[config.mk]
export PLATFORM = sky130hd
export DESIGN_NAME = seq_multiplier_flat
export DESIGN_NICKNAME = d
export VERILOG_FILES = /design/src/rtl/seq_mult_pkg.sv /design/src/rtl/seq_multiplier_if.sv /design/src/rtl/seq_mult_datapath.sv /design/src/rtl/seq_multiplier.sv /design/src/flat_wrapper.sv
export SDC_FILE = /design/constraint.sdc
export NUM_CORES = 1
export LEC_CHECK = 0
export CAP_MARGIN = 20
export CORE_MARGIN = 10
export CORE_UTILIZATION = 52
export CTS_BUF_LIST = sky130_fd_sc_hd__clkbuf_8
export CTS_CLUSTER_DIAMETER = 60
export CTS_CLUSTER_SIZE = 14
export DETAILED_ROUTE_END_ITERATION = 8
export HOLD_SLACK_MARGIN = 0.03
export MAX_ROUTING_LAYER = met4
export PLACE_DENSITY = 0.83
export SETUP_SLACK_MARGIN = 0.2
export SLEW_MARGIN = 10
export SYNTH_ARGS = -nofsm -noshare
export SYNTH_HDL_FRONTEND = slang
export SYNTH_SLANG_ARGS = --single-unit
export TNS_END_PERCENT = 5
[constraint.sdc]
create_clock -name clk -period 2.5 [get_ports clk]
set_clock_uncertainty 0.15 [all_clocks]
set_input_delay 0.5 -clock clk [delete_from_list [all_inputs] [get_ports clk]]
set_output_delay 0.5 -clock clk [all_outputs]
set_load 0.02 [all_outputs]
[src/rtl/seq_mult_pkg.sv]
// Shared types and sizing helpers for the sequential shift-add multiplier.
// Optional signed mode is selected in the top with SEQ_MULT_SIGNED_EN.
package seq_mult_pkg;

  typedef enum logic [1:0] {
    IDLE = 2'd0,
    RUN  = 2'd1,
    DONE = 2'd2
  } state_t;

  localparam int DEF_WIDTH = 4;
  localparam int CNT_W     = $clog2(DEF_WIDTH);

  // Counter must reach WIDTH-1; never let it collapse to zero bits.
  function automatic int cnt_width(input int width);
    return (width < 2) ? 1 : $clog2(width);
  endfunction

endpackage

[src/rtl/seq_multiplier_if.sv]
// Start/busy/done handshake and operand/result bus of seq_multiplier.
interface seq_multiplier_if #(parameter int WIDTH = 4);

  logic               start;
  logic [WIDTH-1:0]   A;
  logic [WIDTH-1:0]   B;
  logic               busy;
  logic               done;
  logic [2*WIDTH-1:0] Product;

  modport master (output start, A, B, input busy, done, Product);
  modport slave  (input start, A, B, output busy, done, Product);

endinterface

[src/rtl/seq_mult_datapath.sv]
// Shift-add datapath: acc/mcand/mplier registers with load and step controls.
// acc_nxt exposes the accumulator value this step would write, for write-back.
module seq_mult_datapath #(
  parameter int WIDTH = 4
) (
  input  logic               clk,
  input  logic               rst_n,
  input  logic               load,
  input  logic               step,
  input  logic [WIDTH-1:0]   a,
  input  logic [WIDTH-1:0]   b,
  output logic [2*WIDTH-1:0] acc_nxt
);

  localparam int PW = 2 * WIDTH;

  logic [PW-1:0]    acc;
  logic [PW-1:0]    mcand;
  logic [WIDTH-1:0] mplier;

  assign acc_nxt = mplier[0] ? acc + mcand : acc;

  always_ff @(posedge clk or negedge rst_n) begin
    if (!rst_n) begin
      acc    <= '0;
      mcand  <= '0;
      mplier <= '0;
    end else if (load) begin
      acc    <= '0;
      mcand  <= PW'(a);
      mplier <= b;
    end else if (step) begin
      acc    <= acc_nxt;
      mcand  <= mcand << 1;
      mplier <= mplier >> 1;
    end
  end

endmodule

[src/rtl/seq_multiplier.sv]
// Sequential shift-add multiplier top: FSM, iteration counter, handshake and result.
// Define SEQ_MULT_SIGNED_EN for two's-complement operands and product.
module seq_multiplier
  import seq_mult_pkg::*;
#(
  parameter int WIDTH = DEF_WIDTH
) (
  input logic             clk,
  input logic             rst_n,
  seq_multiplier_if.slave bus
);

  localparam int CW = cnt_width(WIDTH);
  localparam int PW = 2 * WIDTH;

  state_t           state, state_nxt;
  logic [CW-1:0]    cnt;
  logic             accept, step, last;
  logic             busy, done;
  logic [PW-1:0]    product;
  logic [WIDTH-1:0] a_op, b_op;
  logic [PW-1:0]    acc_nxt, result;

  assign accept = (state == IDLE) && bus.start;
  assign step   = (state == RUN);
  assign last   = (cnt == CW'(WIDTH - 1));

`ifdef SEQ_MULT_SIGNED_EN
  logic sign;

  // Magnitudes feed the unsigned core; -2^(W-1) negates to itself, which is
  // exactly its magnitude when read as unsigned.
  assign a_op   = bus.A[WIDTH-1] ? -bus.A : bus.A;
  assign b_op   = bus.B[WIDTH-1] ? -bus.B : bus.B;
  assign result = sign ? -acc_nxt : acc_nxt;

  always_ff @(posedge clk or negedge rst_n) begin
    if (!rst_n)      sign <= 1'b0;
    else if (accept) sign <= bus.A[WIDTH-1] ^ bus.B[WIDTH-1];
  end
`else
  assign a_op   = bus.A;
  assign b_op   = bus.B;
  assign result = acc_nxt;
`endif

  seq_mult_datapath #(.WIDTH(WIDTH)) u_dp (
    .clk     (clk),
    .rst_n   (rst_n),
    .load    (accept),
    .step    (step),
    .a       (a_op),
    .b       (b_op),
    .acc_nxt (acc_nxt)
  );

  always_comb begin
    state_nxt = state;
    case (state)
      IDLE:    if (bus.start) state_nxt = RUN;
      RUN:     if (last)      state_nxt = DONE;
      DONE:                   state_nxt = IDLE;
      default:                state_nxt = IDLE;
    endcase
  end

  always_ff @(posedge clk or negedge rst_n) begin
    if (!rst_n) state <= IDLE;
    else        state <= state_nxt;
  end

  // No early exit: every op runs the full WIDTH iterations for fixed latency.
  always_ff @(posedge clk or negedge rst_n) begin
    if (!rst_n)      cnt <= '0;
    else if (accept) cnt <= '0;
    else if (step)   cnt <= cnt + CW'(1);
  end

  always_ff @(posedge clk or negedge rst_n) begin
    if (!rst_n) begin
      busy    <= 1'b0;
      done    <= 1'b0;
      product <= '0;
    end else begin
      busy <= (state_nxt != IDLE);
      done <= step && last;
      if (step && last) product <= result;
    end
  end

  assign bus.busy    = busy;
  assign bus.done    = done;
  assign bus.Product = product;

endmodule

[src/flat_wrapper.sv]
// flat-port wrapper written by rule: the top's interface ports become plain ports
module seq_multiplier_flat import seq_mult_pkg::*;
#(
  parameter int WIDTH = DEF_WIDTH
)
  (clk, rst_n, bus_start, bus_A, bus_B, bus_busy, bus_done, bus_Product);
  seq_multiplier_if #(.WIDTH(WIDTH)) bus_i ();
  input logic clk;
  input logic rst_n;
  input wire logic [$bits(bus_i.start)-1:0] bus_start;
  input wire logic [$bits(bus_i.A)-1:0] bus_A;
  input wire logic [$bits(bus_i.B)-1:0] bus_B;
  output wire logic [$bits(bus_i.busy)-1:0] bus_busy;
  output wire logic [$bits(bus_i.done)-1:0] bus_done;
  output wire logic [$bits(bus_i.Product)-1:0] bus_Product;
  assign bus_i.start = bus_start;
  assign bus_i.A = bus_A;
  assign bus_i.B = bus_B;
  assign bus_busy = bus_i.busy;
  assign bus_done = bus_i.done;
  assign bus_Product = bus_i.Product;
  seq_multiplier #(.WIDTH(WIDTH)) u_core (.clk(clk), .rst_n(rst_n), .bus(bus_i));
endmodule
== Yosys cells after proc, flatten, opt, wreduce, memory -nomap -nowiden ==
Cells that the tools add are included.

* Input port bits: 11
* Register bits: 34
* Word-level logic and storage cells: 29
* Output and inout port bits: 10

* Reduce and logical (&&, ||, !) cells: 5
* $add $sub $neg: 2
* Muxes and demuxes: 12
* Equal/unequal tests: 2

{| class="wikitable"
|+ Operator list
! kind !! count
|-
| 8-bit two-way mux || 5
|-
| 8-bit adder || 1
|-
| 2-bit two-way mux || 4
|-
| 4-bit two-way mux || 2
|-
| 2-bit case mux with 2 select lines || 1
|-
| 2-bit nonzero test || 2
|-
| 2-bit by 1-bit adder with 2-bit output, second input constant || 1
|-
| 2-bit by 1-bit equality test with 1-bit output, second input constant || 1
|-
| 2-bit equality test, second input constant || 1
|-
| 1-bit logical AND || 2
|-
| 2-bit zero test || 1
|}

== Longest topological paths before layout ==
Gate-level depths: netlist of run 1.

* Depth in word-level cells: 4
* Depth in mapped cells: 7
* Depth with buffers taken out: 7

== Cells and area by module ==
A second synthesis of run 1 with hierarchy kept.

* Cells, all modules: 173
* Area, all modules: 1886.8 um^2

{| class="wikitable"
|+ By module, submodules not included
! module !! times used !! cells each !! area an instance (um^2)
|-
| seq_mult_datapath || 1 || 137 || 1305.0
|-
| seq_multiplier || 1 || 36 || 581.8
|}

== Least setup slack after synthesis of run 1 ==
No wires, ideal clock.

* Path kind: register to register
* Start point: register u_core.u_dp.acc[0]
* End point: register u_core.u_dp.acc[6]
* Cell stages (with the launch flop): 8
* Path slack: 0.449 ns
* Data arrival time: 1.780 ns
* Cells stage by stage: dfrtp_1 > ha_1 > fa_1 > a211oi_1 > o21bai_1 > a21oi_1 > xnor2_1 > a22o_1

* Longest elaborated chain between the ends: 4

{| class="wikitable"
|+ Ends and longest elaborated chain
! item !! RTL line !! RTL
|-
| from (decl) || seq_mult_datapath.sv:17 || <nowiki>logic [PW-1:0] acc;</nowiki>
|-
| from (signal assigned) || seq_mult_datapath.sv:33 || <nowiki>acc <= acc_nxt;</nowiki>
|-
| 8-bit adder || seq_mult_datapath.sv:21 || <nowiki>assign acc_nxt = mplier[0] ? acc + mcand : acc;</nowiki>
|-
| 8-bit two-way mux || seq_mult_datapath.sv:21 ||
|-
| 8-bit two-way mux || seq_mult_datapath.sv:32 || <nowiki>end else if (step) begin</nowiki>
|-
| 8-bit two-way mux || seq_mult_datapath.sv:28 || <nowiki>end else if (load) begin</nowiki>
|}

No other way between the ends. The select of a mux whose other input is x is not followed.
A chain may end at the register's enable or synchronous reset.

== Worst setup path after layout of run 1 ==
* Start point: register u_core.u_dp.mcand[2]
* End point: register u_core.product[7], in the netlist u_core.bus.Product[7]

* Longest elaborated chain between the ends: 2

{| class="wikitable"
|+ Ends and longest elaborated chain
! item !! RTL line !! RTL
|-
| from (decl) || seq_mult_datapath.sv:18 || <nowiki>logic [PW-1:0] mcand;</nowiki>
|-
| from (signal assigned) || seq_mult_datapath.sv:30 || <nowiki>mcand <= PW'(a);</nowiki>
|-
| from (signal assigned) || seq_mult_datapath.sv:34 || <nowiki>mcand <= mcand << 1;</nowiki>
|-
| 8-bit adder || seq_mult_datapath.sv:21 ||
|-
| 8-bit two-way mux || seq_mult_datapath.sv:21 ||
|-
| to (signal assigned) || seq_multiplier.sv:87 || <nowiki>if (step && last) product <= result;</nowiki>
|-
| to (decl) || seq_multiplier.sv:20 || <nowiki>logic [PW-1:0] product;</nowiki>
|}

No other way between the ends.

==> out/results.txt, run 1 <==
Highest layer used for signal routing: met4
Port Buffers: 20
DRC viols: 0
Final WS setup: 278 ps
Leakage: 0.974 nW
Critical path fanouts, max: 5
Final antenna diode count: 0
End-of-flow core utilization: 67.4%
Setup slack of the worst register-to-register path: 280 ps
Final hold violation count: 0
TritonCTS clock tree: yes
Number of vias after detailed routing: 1428
Number of buffers inserted by post-CTS setup repair: 0
Clock-pin slew reported for the worst setup and hold paths after clock tree synthesis: 80 ps
Wire length on met3: 123 µm
Wire length of the first global-routing pass: 6.58 mm
Critical path, cell by cell: ha_1, nand3_1, a21oi_2, nor3_1, or4_1, a31oi_1
Kind of start point of the critical path: flip-flop
Routed vias/inst: 5.83
Overall Global Routing Usage: 13.4%
Sum Neg Setup Slack: 0 ps
Worst Tran Pin Value: 563 ps
Average footprint of a synthesized cell: 9.86 µm²
Placed wire-length estimate after detailed placement: 2.82 mm
Vert. Die Dim: 77.9 µm
Proportion of synthesized chip area in sequential cells: 48.7%
Buffer depth of the longest clock path: 2
Setup repair after global routing missed its margin: true
Die area: 0.00607 mm²
M1 WL: 1.85 mm
Register bit count reported by yosys: 34
Final total power: 2.55 mW
Time the worst path needs with I/O delays and setup: 2220 ps
Max Slew Vio Count: 0
Count of maximum capacitance violations: 0
Cell Area, Synth: 0.00175 mm²
Number of synthesis warnings: 0
Library cell contributing the largest single delay on the critical path: sky130_fd_sc_hd__or4_1
R2R Path Start: u_core.u_dp.mcand[2]$_DFFE_PN0P_
Initial antenna violation count: 0
Start point of the worst hold path: u_core.bus.Product[3]$_DFFE_PN0P_
1st-pass router iterations: 4
H-tree depth: 2
Rel. slew slack: 62.4%
Critical path data arrival time: 2290 ps
Timing-limited maximum frequency: 0.450 GHz
Top Family by Delay on Critical Path: simple AND/OR/NAND/NOR gates
Fin nets: 220
Number of setup violations in the final report: 0
Hold path depth: 2
Average wire length per cell after detail routing: 16.2 µm
Area inside the core boundary: 0.00313 mm²
Setup crit end kind: flip-flop
Worst setup timing slack at the placement stage: 272 ps
CP required: 2560 ps
Overflow after GRT: 0
Peak supply drop: 0.576 mV
Die width: 77.9 µm
Total power per unit cell area: 1210 mW/mm²
Clock Tree Root: sky130_fd_sc_hd__clkbuf_8
Number of routed nets with antenna violations: 0
Area growth syn-to-layout: 20.8%
Detail Route met2 WL: 1.96 mm
Via count of the first global-routing pass: 1401
Worst-Skew Late Latency: 290 ps
DRC marker count from the first detailed-route iteration: 79
Cells after synthesis: 177
Largest stage delay on the critical path: 490 ps
Total length of routed wires: 3.96 mm
CTS buffer count: 5
Maximum number of pins on one net before global-route repair: 35
Nets in the synthesized netlist: 197
Share of the clock period used by the worst path after layout: 88.9%
RD Place Congestion: 0.903
# hold bufs at CTS: 0
Sinks on Clock Net: 34
Kind of path behind the tightest hold check: reg -> reg
Number of different library cells in the post-synthesis netlist: 36
Hold endpoint: u_core.bus.Product[3]$_DFFE_PN0P_
Standard-cell row count: 20
Initial Util: 55.8%
Fraction of final layout cells sized beyond drive strength 1: 7.46%
Worst path buffer plus inverter count: 0
Kind of critical path: reg -> reg
Outcome: complete, no violations
I/O pin cnt: 21
R2R Path End: u_core.bus.Product[7]$_DFFE_PN0P_
Post-cts resize count: 0
Number of cells on the worst reg-to-reg path: 6
-- cell usage after synthesis (all sizes together) --
master / count / area [µm²]
nand3: 2 / 10.0
nor3: 2 / 10.0
a2bb2oi: 1 / 8.76
or4: 1 / 7.51
clkbuf: 5 / 18.8
a22oi: 6 / 45.0
nand2b: 1 / 6.26
dfrtp: 34 / 851
a31oi: 2 / 12.5
o21bai: 1 / 7.51
buf: 3 / 16.3
nor2: 6 / 22.5
nand4: 2 / 12.5
nor2b: 9 / 56.3
a21o: 1 / 7.51
or2: 1 / 6.26
xnor2: 3 / 26.3
xor2: 2 / 17.5
a21oi: 19 / 98.9
fa: 1 / 20.0
mux2i: 4 / 40.0
nor4: 2 / 12.5
inv: 6 / 22.5
o21ai: 19 / 95.1
ha: 8 / 100
o22ai: 1 / 6.26
a211oi: 1 / 7.51
nand2: 16 / 60.1
a22o: 9 / 78.8
o31ai: 3 / 22.5
and3: 5 / 31.3
o21a: 1 / 7.51
-- power breakdown --
part	leakage, nW	internal [mW]	switching, mW	total [mW]
Sequential	0.443	0.760	0.216	0.976
Clock	0.0579	0.293	0.199	0.493
Combinational	0.473	0.473	0.606	1.08
Total	0.974	1.53	1.02	2.55
-- logic make-up after synthesis --
family	count (synthesis)	synth area share [%]
AOI/OAI and AO/OA	64	22.8
xor gates and xnor gates	5	2.51
adders and majority gates	9	6.88
buffers and inverters	14	3.30
DFF	34	48.7
muxes	4	2.29
and+or+nand+nor	47	13.5
-- layout make-up --
cell class	instances	area [µm²]
clock buffers	5	68.8
clock inverters	3	40.0
fillers	256	1020
inverters	6	22.5
multi-input cells	129	841
flip-flops and latches	34	851
well taps	44	55.1
repair buffers	24	230
-- state kept, by name (all words and copies together), names as in the netlist --
register and count:
u_core.u_dp.mcand 8, u_core.bus.Product 8, u_core.state 2, u_core.bus.done 1
u_core.u_dp.acc 8, u_core.bus.busy 1, u_core.cnt 2, u_core.u_dp.mplier 4
-- worst max-delay path by stage --
stage | start | endpoint | slack (ps) | cells after the start
2_1_floorplan | u_core.u_dp.acc[0]$_DFFE_PN0P_ | u_core.u_dp.acc[6]$_DFFE_PN0P_ | 450 | 7
3_3_place_gp | bus_start | u_core.u_dp.acc[6]$_DFFE_PN0P_ | 290 | 6
3_5_place_dp | bus_start | u_core.u_dp.acc[3]$_DFFE_PN0P_ | 270 | 6
4_1_cts | u_core.u_dp.acc[0]$_DFFE_PN0P_ | u_core.bus.Product[6]$_DFFE_PN0P_ | 250 | 7
5_1_grt | u_core.u_dp.mcand[2]$_DFFE_PN0P_ | u_core.bus.Product[7]$_DFFE_PN0P_ | 170 | 6
6_report | u_core.u_dp.mcand[2]$_DFFE_PN0P_ | u_core.bus.Product[7]$_DFFE_PN0P_ | 280 | 6
-- worst min-delay path, stage by stage (launching register included) --
cell,delay (ps)
sky130_fd_sc_hd__dfrtp_1,340
sky130_fd_sc_hd__nand2_1,50
sky130_fd_sc_hd__o21ai_0,60
-- routing by layer --
layer | vias up | global-route usage (%)
met1 | 705 | 15.5
li1 | 688 | -
met4 | 0 | 4.30
met5 | - | -
met2 | 31 | 22.5
met3 | 4 | 3.11
-- through the flow --
| step | hold slack, ps | cells | area [µm²] |
|---|---|---|---|
| detailed placement | 325 | 237 | 2000 |
| floorplan | 54.4 | 177 | 1750 |
| global placement | 313 | 237 | 2000 |
| CTS | 337 | 245 | 2100 |
| global route | 371 | 245 | 2110 |
| finish | 334 | 245 | 2110 |
-- cell usage in the layout (no fill, tap or decap), drive strengths merged, types with 2 or more instances in the layout --
master | Yosys | final
dfrtp | 34 | 34
clkdlybuf4s50 | 0 | 20
a21oi | 19 | 19
o21ai | 19 | 19
nand2 | 16 | 16
nor2b | 9 | 9
a22o | 9 | 9
ha | 8 | 8
nor2 | 6 | 6
inv | 6 | 6
a22oi | 6 | 6
and3 | 5 | 5
clkbuf | 5 | 5
mux2i | 4 | 4
buf | 3 | 4
xnor2 | 3 | 3
o31ai | 3 | 3
nand3 | 2 | 2
xor2 | 2 | 2
nand4 | 2 | 2
nor3 | 2 | 2
a31oi | 2 | 2
nor4 | 2 | 2
clkinv | 0 | 2
No activity file was read; power rests on OpenSTA's default activity.
==> run 2: changes to the inputs <==
- CORE_MARGIN: 10 -> unset
- CTS_BUF_LIST: sky130_fd_sc_hd__clkbuf_8 -> unset
==> out/results.txt, run 2 (synthesized netlist as in run 1, its figures left out) <==
Count of maximum capacitance violations: 0 (unchanged)
I/O pin cnt: 21 (unchanged)
Wire length of the first global-routing pass: 6.46 mm (-1.8%)
Total length of routed wires: 3.74 mm (-5.5%)
H-tree depth: 2 (unchanged)
Worst Tran Pin Value: 535 ps (-27.9 ps)
Critical path, cell by cell: ha_1, nand3_1, a21oi_2, nor3_1, or4_1, a31oi_1
Standard-cell row count: 20 (unchanged)
Timing-limited maximum frequency: 0.453 GHz (+0.74%)
Most frequent cells in the layout: sky130_fd_sc_hd__dfrtp_1 (34), sky130_fd_sc_hd__clkdlybuf4s50_1 (20), sky130_fd_sc_hd__a21oi_1 (17), sky130_fd_sc_hd__o21ai_0 (17), sky130_fd_sc_hd__nand2_1 (16)
DRC marker count from the first detailed-route iteration: 58 (-27%)
Filler cells: 257 (+0.39%)
Maximum number of pins on one net before global-route repair: 35 (unchanged)
Total power per unit cell area: 1170 mW/mm² (-3.3%)
Vert. Die Dim: 59.9 µm (-23%)
Routed vias/inst: 5.89 (+1.1%)
TritonCTS clock tree: yes
Critical path data arrival time: 2330 ps (+40 ps)
Via count of the first global-routing pass: 1454 (+3.8%)
CP required: 2620 ps (+60 ps)
Number of routed nets with antenna violations: 0 (unchanged)
1st-pass router iterations: 4 (unchanged)
Kind of critical path: reg -> reg
M1 GR Usage: 30.4% (+15 points)
Worst path buffer plus inverter count: 0 (unchanged)
Clock Tree Root: sky130_fd_sc_hd__clkbuf_4
Number of setup violations in the final report: 0 (unchanged)
Fin nets: 220 (unchanged)
Fraction of met2 tracks used by global routing: 41.9% (+19 points)
Top Family by Delay on Critical Path: simple AND/OR/NAND/NOR gates
Share of the clock period used by the worst path after layout: 88.2% (-0.65 points)
Setup crit end kind: flip-flop
Final hold violation count: 0 (unchanged)
Overall Global Routing Usage: 25.4% (+12 points)
Clock-pin slew reported for the worst setup and hold paths after clock tree synthesis: 110 ps (+30 ps)
Fraction of final layout cells sized beyond drive strength 1: 7.96% (+0.50 points)
Area growth syn-to-layout: 19.4%
Most crowded layer after global routing: met2
Sequential cell area in the final layout: 851 µm² (unchanged)
Leakage: 0.962 nW (-1.3%)
Port Buffers: 20 (unchanged)
Number of buffers inserted by post-CTS setup repair: 0 (unchanged)
Library cell contributing the largest single delay on the critical path: sky130_fd_sc_hd__or4_1
Rel. slew slack: 64.2% (+1.9 points)
Overflow after GRT: 0 (unchanged)
DRC viols: 0 (unchanged)
Kind of path behind the tightest hold check: reg -> reg
Max Slew Vio Count: 0 (unchanged)
Kind of start point of the critical path: flip-flop
Buffer depth of the longest clock path: 2 (unchanged)
Area inside the core boundary: 0.00313 mm² (unchanged)
Met3 track demand over resource: 6.93% (+3.8 points)
RD Place Congestion: 0.926 (+2.6%)
Time the worst path needs with I/O delays and setup: 2210 ps (-16.3 ps)
Initial Util: 55.8% (unchanged)
Setup repair after global routing missed its margin: true
Average wire length per cell after detail routing: 15.3 µm (-5.5%)
Sum Neg Setup Slack: 0 ps (unchanged)
Peak supply drop: 0.602 mV (+4.5%)
Most frequent standard cell in the layout excluding fill and tap cells: sky130_fd_sc_hd__dfrtp_1
End-of-flow core utilization: 66.6% (-0.80 points)
Critical path fanouts, max: 5 (unchanged)
Initial antenna violation count: 0 (unchanged)
Final antenna diode count: 0 (unchanged)
Die width: 59.9 µm (-23%)
Number of vias after detailed routing: 1444 (+1.1%)
Placed wire-length estimate after detailed placement: 2.62 mm (-7.1%)
CTS buffer count: 5 (unchanged)
Worst-Skew Late Latency: 340 ps (+50 ps)
Outcome: complete, no violations
Area of the multi-input gates: 846 µm² (+0.60%)
Largest stage delay on the critical path: 480 ps (about the same)
Die area: 0.00359 mm² (-41%)
Sinks on Clock Net: 34 (unchanged)
## run 2: cell count changes in the layout (fill, tap and decap cells not counted)
cell                        change
sky130_fd_sc_hd__clkbuf_4       +5
sky130_fd_sc_hd__clkbuf_8       -2
sky130_fd_sc_hd__clkinv_2       -2
sky130_fd_sc_hd__a211oi_1       -1
sky130_fd_sc_hd__a211oi_2       +1
sky130_fd_sc_hd__bufinv_16      -1
## run 2: worst paths after layout
| kind | cells past startpoint | slack (ps) | end | start |
|---|---|---|---|---|
| hold / removal | 2 | 340 | u_core.bus.Product[3]$_DFFE_PN0P_ | u_core.bus.Product[3]$_DFFE_PN0P_ |
| setup / recovery | 6 | 290 | u_core.bus.Product[7]$_DFFE_PN0P_ | u_core.u_dp.mcand[2]$_DFFE_PN0P_ |
| setup reg to reg | 6 | 290 | u_core.bus.Product[7]$_DFFE_PN0P_ | u_core.u_dp.mcand[2]$_DFFE_PN0P_ |
| max in group asynchronous | 2 | 1490 | u_core.bus.Product[1]$_DFFE_PN0P_ | rst_n |
| hold reg to reg | 2 | 340 | u_core.bus.Product[3]$_DFFE_PN0P_ | u_core.bus.Product[3]$_DFFE_PN0P_ |
| min in group asynchronous | 2 | 400 | u_core.u_dp.acc[6]$_DFFE_PN0P_ | rst_n |
## run 2: tightest hold or removal path, stage by stage, from the launching register on
cell	delay, ps
sky130_fd_sc_hd__dfrtp_1	350
sky130_fd_sc_hd__nand2_1	40
sky130_fd_sc_hd__o21ai_0	60
## run 2: layout make-up
type,instances,area share (%)
repair buffers,24,11.1
inverters,6,1.08
multi-input cells,129,40.6
clock buffers,8,3.78
well taps,44,2.64
flip-flops and latches,34,40.8
## run 2: metal layers
metal | part of all wire (%) | vias to the layer above
met3 | 4.0 | 7
met5 | 0 | -
met1 | 45 | 714
met4 | 1.3 | 0
li1 | - | 689
met2 | 50 | 34
## run 2: repair_timing
item,CTS,global route
hold buffers,0,0
setup endpoints to repair,0,2
resized for setup,0,2
## run 2: where the power goes
| group | internal, mW | switching, mW | leakage, nW |
|---|---|---|---|
| Clock | 0.192 | 0.186 | 0.0446 |
| Combinational | 0.474 | 0.610 | 0.474 |
| Sequential | 0.759 | 0.213 | 0.443 |
## run 2: per-stage QoR
step,cells,worst slack (ps),hold slack [ps],instance area [µm²],power (mW)
floorplan,177,449,54.4,1750,1.68
global placement,237,272,312,2000,1.99
detailed placement,237,228,326,2000,2.04
CTS,245,216,346,2070,2.43
global route,245,182,383,2080,2.63
finish,245,295,338,2080,2.43
